`config.mk`:
```
export PLATFORM = sky130hd
export DESIGN_NAME = countdown_timer
export DESIGN_NICKNAME = d
export VERILOG_FILES = /design/src/rtl/countdown_pkg.sv /design/src/rtl/countdown_timer_bcd_down_digit.sv /design/src/rtl/countdown_timer.sv
export SDC_FILE = /design/constraint.sdc
export NUM_CORES = 1
export LEC_CHECK = 0
export ABC_AREA = 1
export CORE_MARGIN = 8
export CORE_UTILIZATION = 45
export DETAILED_ROUTE_END_ITERATION = 10
export HOLD_SLACK_MARGIN = 0.1
export PLACE_DENSITY = 0.78
export SLEW_MARGIN = 20
export SYNTH_ARGS = -nofsm -noshare
export SYNTH_HDL_FRONTEND = slang
export SYNTH_SLANG_ARGS = --single-unit
```
`constraint.sdc`:
```
create_clock -name CLOCK_50 -period 1.85 [get_ports CLOCK_50]
set_input_delay 0.2775 -clock CLOCK_50 [delete_from_list [all_inputs] [get_ports CLOCK_50]]
set_output_delay 0.2775 -clock CLOCK_50 [all_outputs]
set_load 0.05 [all_outputs]
```
`src/rtl/countdown_pkg.sv`:
```
// Shared types and constants for the mm:ss countdown timer.
package countdown_pkg;

    typedef enum logic [1:0] {
        ST_IDLE  = 2'd0,
        ST_RUN   = 2'd1,
        ST_PAUSE = 2'd2,
        ST_DONE  = 2'd3
    } state_t;

    typedef logic [3:0] bcd_t;

    localparam bcd_t BCD_MAX_ONES = 4'd9;
    localparam bcd_t BCD_MAX_TENS = 4'd5;

endpackage

```
`src/rtl/countdown_timer_bcd_down_digit.sv`:
```
// One BCD digit of the countdown: clamped load, decrement with wrap-to-max and borrow out.
module bcd_down_digit
    import countdown_pkg::*;
#(
    parameter bcd_t RST_VAL = 4'd0
) (
    input  logic       CLOCK_50,
    input  logic       rst,
    input  logic       load,
    input  logic [3:0] load_val,
    input  logic [3:0] max_val,
    input  logic       dec_in,
    output logic [3:0] digit,
    output logic       borrow_out
);

    function automatic logic [3:0] sat_bcd(input logic [3:0] v, input logic [3:0] lim);
        return (v > lim) ? lim : v;
    endfunction

    always_ff @(posedge CLOCK_50) begin
        if (rst) begin
            digit <= RST_VAL;
        end else if (load) begin
            digit <= sat_bcd(load_val, max_val);
        end else if (dec_in) begin
            digit <= (digit == 4'd0) ? max_val : digit - 4'd1;
        end
    end

    assign borrow_out = dec_in && (digit == 4'd0);

endmodule

```
`src/rtl/countdown_timer.sv`:
```
// MM:SS countdown timer driven by two push buttons; optional key debounce under
// COUNTDOWN_DEBOUNCE_EN.
module countdown_timer
    import countdown_pkg::*;
#(
    parameter int TICK_DIV     = 50000000,
    parameter int DEFAULT_MT   = 0,
    parameter int DEFAULT_MO   = 5,
    parameter int DEFAULT_ST   = 0,
    parameter int DEFAULT_SO   = 0,
    parameter int DEBOUNCE_CYC = 1000000
) (
    input  logic       CLOCK_50,
    input  logic       RESET,
    input  logic [1:0] KEY,
    input  logic [3:0] LOAD_MT,
    input  logic [3:0] LOAD_MO,
    input  logic [3:0] LOAD_ST,
    input  logic [3:0] LOAD_SO,
    output logic [3:0] MT,
    output logic [3:0] MO,
    output logic [3:0] ST,
    output logic [3:0] SO,
    output logic       RUNNING,
    output logic       DONE
);

    localparam int PW = (TICK_DIV > 1) ? $clog2(TICK_DIV) : 1;

    logic [1:0]    key_p0, key_p1, key_lvl, key_p2;
    logic [1:0]    press;
    logic [PW-1:0] presc;
    logic          tick, last_sec, nonzero;
    logic          so_b, st_b, mo_b, unused_mt_borrow;
    state_t        state;

    // Stage p0/p1: two-flop synchroniser for the asynchronous buttons
    always_ff @(posedge CLOCK_50) begin
        if (RESET) begin
            key_p0 <= 2'b11;
            key_p1 <= 2'b11;
        end else begin
            key_p0 <= KEY;
            key_p1 <= key_p0;
        end
    end

`ifdef COUNTDOWN_DEBOUNCE_EN
    localparam int DCW = $clog2(DEBOUNCE_CYC + 1);
    logic [DCW-1:0] db_cnt [2];

    always_ff @(posedge CLOCK_50) begin
        if (RESET) begin
            key_lvl <= 2'b11;
            for (int k = 0; k < 2; k++) db_cnt[k] <= '0;
        end else begin
            for (int k = 0; k < 2; k++) begin
                if (key_p1[k] != key_lvl[k]) begin
                    if (db_cnt[k] == DCW'(DEBOUNCE_CYC - 1)) begin
                        key_lvl[k] <= key_p1[k];
                        db_cnt[k]  <= '0;
                    end else begin
                        db_cnt[k] <= db_cnt[k] + 1'b1;
                    end
                end else begin
                    db_cnt[k] <= '0;
                end
            end
        end
    end
`else
    logic unused_debounce;
    assign unused_debounce = (DEBOUNCE_CYC > 0);
    assign key_lvl = key_p1;
`endif

    // Stage p2: previous accepted level, a press is its falling edge
    always_ff @(posedge CLOCK_50) begin
        if (RESET) key_p2 <= 2'b11;
        else       key_p2 <= key_lvl;
    end

    assign press    = key_p2 & ~key_lvl;
    assign tick     = (state == ST_RUN) && (presc == PW'(TICK_DIV - 1));
    assign last_sec = ({MT, MO, ST} == 12'd0) && (SO == 4'd1);
    assign nonzero  = |{MT, MO, ST, SO};

    always_ff @(posedge CLOCK_50) begin
        if (RESET || press[0]) begin
            presc <= '0;
        end else if (state == ST_RUN) begin
            presc <= tick ? '0 : presc + 1'b1;
        end
    end

    // Load beats tick beats start/pause; reaching 00:00 overrides a pause press
    always_ff @(posedge CLOCK_50) begin
        if (RESET || press[0]) begin
            state <= ST_IDLE;
        end else if (tick && last_sec) begin
            state <= ST_DONE;
        end else if (press[1]) begin
            case (state)
                ST_IDLE:  state <= nonzero ? ST_RUN : ST_IDLE;
                ST_RUN:   state <= ST_PAUSE;
                ST_PAUSE: state <= ST_RUN;
                default:  state <= state;
            endcase
        end
    end

    bcd_down_digit #(.RST_VAL(bcd_t'(DEFAULT_SO))) u_so (
        .CLOCK_50(CLOCK_50), .rst(RESET), .load(press[0]), .load_val(LOAD_SO),
        .max_val(BCD_MAX_ONES), .dec_in(tick), .digit(SO), .borrow_out(so_b)
    );
    bcd_down_digit #(.RST_VAL(bcd_t'(DEFAULT_ST))) u_st (
        .CLOCK_50(CLOCK_50), .rst(RESET), .load(press[0]), .load_val(LOAD_ST),
        .max_val(BCD_MAX_TENS), .dec_in(so_b), .digit(ST), .borrow_out(st_b)
    );
    bcd_down_digit #(.RST_VAL(bcd_t'(DEFAULT_MO))) u_mo (
        .CLOCK_50(CLOCK_50), .rst(RESET), .load(press[0]), .load_val(LOAD_MO),
        .max_val(BCD_MAX_ONES), .dec_in(st_b), .digit(MO), .borrow_out(mo_b)
    );
    bcd_down_digit #(.RST_VAL(bcd_t'(DEFAULT_MT))) u_mt (
        .CLOCK_50(CLOCK_50), .rst(RESET), .load(press[0]), .load_val(LOAD_MT),
        .max_val(BCD_MAX_TENS), .dec_in(mo_b), .digit(MT), .borrow_out(unused_mt_borrow)
    );

    assign RUNNING = (state == ST_RUN);
    assign DONE    = (state == ST_DONE);

endmodule
```
==> Yosys cells after proc, flatten, opt, wreduce, memory -nomap -nowiden <==
Cells that the tools add are included.
{ "totals": {"elab_cells": 67, "reg_bits": 50} }
{ "op_classes": {"bitwise_logic": 2, "muxes": 21, "reduce_logical": 21, "n_lt_le_gt_ge": 4, "addsub": 5, "n_eq_ne": 5} }
{ "op_table": {"columns": ["operator", "n"], "rows": [
  ["two-way mux 4 bit", 16],
  ["adder 26 x 1 -> 26 bit, second input constant", 1],
  ["equality test 26 bit, second input constant", 1],
  ["two-way mux 26 bit", 1],
  ["zero test 4 bit", 4],
  ["OR reduction 16 bit", 1],
  ["subtractor 4 x 1 -> 4 bit, second input constant", 4],
  ["zero test 12 bit", 1],
  ["nonzero test 2 bit", 5],
  ["greater-than comparator 4 x 3 -> 1 bit, second input constant", 2],
  ["greater-than comparator 4 bit, second input constant", 2],
  ["logical AND 1 bit", 6],
  ["case mux 2 bit (3 select lines)", 1],
  ["equality test 2 bit, second input constant", 2],
  ["equality test 4 x 1 -> 1 bit, second input constant", 1],
  ["two-way mux 2 bit", 2],
  ["nonzero test 4 bit", 1],
  ["bitwise AND 2 bit", 1],
  ["equality test 2 x 1 -> 1 bit, second input constant", 1],
  ["zero test 2 bit", 1],
  ["inverter 2 bit", 1],
  ["AND reduction 2 bit", 1],
  ["logical OR 1 bit", 1],
  ["two-way mux 1 bit", 1]
]} }

==> Depth between registers and ports, before layout <==
{ "depth": {"word_depth": 7, "ltp_mapped": 13, "depth_no_buf": 13} }

==> Modules after synthesis <==
Synthesis repeated with hierarchy kept, for this count alone.
{ "unflattened": {"hier_cells": 593, "area_unflattened_um2": 3791.1} }
{ "by_module_without_submodules": {"columns": ["mod", "seq_area_each_um2", "instances", "area_per_inst_um2", "cells_each"], "rows": [
  ["countdown_timer", 680.7, 1, 1878.1, 281],
  ["bcd_down_digit (u_mt ...)", 80.1, 3, 480.5, 78],
  ["bcd_down_digit (u_mo)", 80.1, 1, 471.7, 78]
]} }

==> Least setup slack after synthesis <==
OpenSTA, ideal clock, no wires.
{ "synth_timing": {"kind": "flip-flop to flip-flop", "from": "register state[0]", "to": "register presc[20]", "arrival_time_ns": 1.959, "period_less_slack_ns": 2.072, "stages_incl_launch_ff": 13, "t_required_ns": 1.737, "setup_slack_ns": -0.222, "cell_sequence": "dfxtp_1 ha_1 nand2_1 nor2_4 nand3_2 nor2_2 nand2_2 nor2_4 nand2_2 nor2_1 nand2_1 nand2_1 nor2_1"} }
{ "synth_between": {"elab_chain_len": 3} }
{ "synth_rtl": {"columns": ["element", "line_no", "source"], "rows": [
  ["start, declared", "countdown_timer.sv:35", "state_t state;"],
  ["start signal, assigned", "countdown_timer.sv:104", "ST_IDLE: state <= nonzero ? ST_RUN : ST_IDLE;"],
  ["start signal, assigned", "countdown_timer.sv:107", "default: state <= state;"],
  ["equality test 2 x 1 -> 1 bit *", null, null],
  ["via RUNNING", "countdown_timer.sv:24", "output logic RUNNING,"],
  ["logical AND 1 bit", "countdown_timer.sv:84", "assign tick = (state == ST_RUN) && (presc == PW'(TICK_DIV - 1));"],
  ["two-way mux 26 bit", "countdown_timer.sv:92", "presc <= tick ? '0 : presc + 1'b1;"],
  ["end signal, assigned", "countdown_timer.sv:92", null],
  ["end, declared", "countdown_timer.sv:32", "logic [PW-1:0] presc;"]
]} }
Mark *: on every way through the listed nets, which the timed path passes. The rest lies on a longest branch.
A chain may end at the register's enable or synchronous reset.

==> Worst setup path in the final report <==
{ "layout_timing": {"from": "register u_mt.digit[0]", "to": "output MT[0]"} }
{ "layout_rtl": {"columns": ["element", "line_no", "source"], "rows": [
  ["start, declared", "countdown_timer_bcd_down_digit.sv:13", "output logic [3:0] digit,"],
  ["start signal, assigned", "countdown_timer_bcd_down_digit.sv:25", "digit <= sat_bcd(load_val, max_val);"],
  ["start signal, assigned", "countdown_timer_bcd_down_digit.sv:27", "digit <= (digit == 4'd0) ? max_val : digit - 4'd1;"],
  ["end, declared", "countdown_timer.sv:20", "output logic [3:0] MT,"]
]} }
No word-level cell between the ends.

==> results.cfg <==
[yosys]
synth_top_cell_by_area = dfxtp_1
postSynthCellCount = 425
ys_async_sr_fraction_pct = 0
yosysWarnings = 0
synth_area_sq_mm = 0.00285
synth_nets = 450
synthFlopType = dfxtp_1
synthTopCellsByArea = dfxtp_1 (35%), nand2_1 (12%), nor2_1 (9.2%)
netlist.area_leader.share_pct = 35.1
avgSynthCellArea_sq_um = 6.72
synth_cell_types = 41
synth_common_cells = nand2_1 (90), nor2_1 (70), dfxtp_1 (50)
ys_seq_area_share_pct = 35.1
ys_seq_elements = 50
synth-edff-count = 0
synth.most_common_cell = nand2_1

[clock_tree]
path_clk_slew_ps = 90
cts_buffer_depth = 2
clk_root_buffer_cell = clkbuf_8
worstSkewPairLatency_ps = 300
tritoncts = done
cts_buffers = 5
h-tree-depth = 2
hold_buffers = 0
cts_sinks = 50

[critical_path]
reg2reg_from = state[1]$_SDFFE_PP0P_
path_max_fanout = 5
r2r_end = presc[20]$_SDFFE_PP0N_
crit_type = flip-flop to output pin
path_delay_family = buffers and inverters
r2r_slack_ps = 130
endpoint_kind = output pin
start_kind = flip-flop
rr_worst_depth = 13
cp.required_ps = 1570
max_stage_delay_ps = 830
path_buf_inv = 1
cp.arrival_ps = 1530
cpMaxStageDelayCell = clkdlybuf4s50_1
path_cells = clkdlybuf4s50_1

[global_route]
grt_pass1_vias = 2710
overflow = 0
grtUsageTotal_pct = 16.2
grt_antenna_before_repair = 0
grt_pass1_wl_microns = 12000
grt_max_degree = 20

[final_layout]
fin_cells = 547
fillers = 612
drive_above_1_share_pct = 13.6
n_antenna_cell = 0
multi_input_area_sq_mm = 0.00164
final_util_pct = 55.2
regArea_sq_mm = 0.00101
nets = 495
area_delta_synth_final_pct = 20.6

[placed_design]
gp_congestion = 0.942
io_buffers = 37
dp_hpwl_microns = 5610
dp_cells = 539

[timing]
rsz0062_at_grt = yes
period_needed_ps = 1800
slew_headroom_pct = 65.9
holdWs_ps = 416
skew_ps = 6.38
setup_viol = 0
hold_violations = 0
finalCritPeriodShare_pct = 97.5
tightest_slew_ps = 510
fmax_mhz = 554
maxSlewViolCount = 0

[routing]
wirelength_microns = 7100
ant_nets = 0
firstDrtPassIters = 4
drt_first_iter_violations = 123
drc = 0
num_vias = 2867
wl_per_cell_microns = 13.0
via_per_inst = 5.24

[flow_run]
drv_cap = 0

[outcome]
status = complete, no violations

[pwr]
p_leak_nw = 1.41
max-vdd-ir-drop_uv = 411
cellPowerDensity_mw_per_mm2 = 599

[floorplan]
start_util_pct = 45.7
core_sq_mm = 0.00624
die-area_sq_mm = 0.00915
die_h_microns = 95.6
row_count = 29
io_pins = 38
die_width_microns = 95.6

[worst_hold_path]
holdPathEnd = key_lvl[1]$_SDFF_PP1_
hp-start = key_p0[1]$_SDFF_PP1_
hold_class = flip-flop to flip-flop
hold_path_depth = 1
## power breakdown
| part | internal (W) | total [W] | switching [W] |
|---|---|---|---|
| sequential | 0.00110 | 0.00112 | 0.0000213 |
| combinational | 0.000127 | 0.000325 | 0.000197 |
| clock | 0.000260 | 0.000616 | 0.000356 |
## what timing repair did
item / in CTS / in global routing
resized for setup: 0 / 13
endpoints found under the setup margin: 0 / 18
buffers inserted: 0 / 1
endpoints found under the hold margin: 0 / 0
## metal layers
layer / vias up / track usage (%) / wire, microns
met5: - / 0 / 0
li1: 1474 / - / -
met1: 1316 / 18.2 / 2970
met4: 0 / 5.76 / 99
met2: 70 / 29.1 / 3670
met3: 7 / 3.54 / 361
## worst max-delay path by stage
stage                                       to  cells after the start                  startpoint  slack (ps)
floorplan           u_mo.digit[1]$_SDFFE_PP0P_                      8  u_so.digit[0]$_SDFFE_PP0P_          80
global placement        presc[20]$_SDFFE_PP0N_                     13       state[1]$_SDFFE_PP0P_         100
detailed placement      presc[20]$_SDFFE_PP0N_                     13       state[1]$_SDFFE_PP0P_          20
CTS                     presc[20]$_SDFFE_PP0N_                     13       state[1]$_SDFFE_PP0P_          10
global route            presc[20]$_SDFFE_PP0N_                     13       state[1]$_SDFFE_PP0P_         -10
finish                                   MT[0]                      1  u_mt.digit[0]$_SDFFE_PP0P_          50
## kinds of logic after synthesis
logic type	after synthesis	synth area share, %
buffers and inverters	60	9.16
DFF	50	35.1
and+or+nand+nor	243	39.9
xor gates and xnor gates	6	1.84
AOI/OAI and AO/OA	61	11.9
adders and majority gates	5	2.19
## final cells by class
type	count	share of cell area (%)
Tap cell	77	2.80
Clock inverter	1	0.218
Multi-Input combinational cell	315	47.6
Sequential cell	50	29.2
Timing Repair Buffer	47	12.4
Inverter	51	5.60
Clock buffer	6	2.11
## registers in the layout, summed over array words and instances, names as in the netlist
name,cells
u_mo.digit,4
u_so.digit,4
key_p2,2
key_p0,2
key_lvl,2
presc,26
state,2
u_mt.digit,4
u_st.digit,4
## placed cells by master (no fill, tap or decap), drive strengths merged
cell / instances
clkbuf: 6
o21a: 3
o211ai: 2
nand3: 32
o22ai: 1
clkinvlp: 1
clkdlybuf4s50: 23
buf: 23
a21oi: 29
o21bai: 1
o31ai: 1
nand3b: 2
xor2: 6
a211oi: 3
nand4: 15
ha: 5
dlymetal6s2s: 1
nand2: 97
dfxtp: 50
nor2: 75
o21ai: 18
a221oi: 1
inv: 48
a31oi: 1
a22oi: 1
nor3: 16
or2: 5
nor3b: 1
clkinv: 3
## per-stage QoR
stage | power (W) | setup WS (ps) | TNS [ps] | instance area [sq um]
floorplan | 0.00135 | 81.0 | 0 | 2870
global placement | 0.00146 | 100 | 0 | 3310
detailed placement | 0.00147 | 20.5 | 0 | 3310
CTS | 0.00208 | 13.1 | 0 | 3390
global route | 0.00215 | -10.3 | -10.3 | 3440
finish | 0.00206 | 46.0 | 0 | 3440
Power figures use the tool's default switching activity.
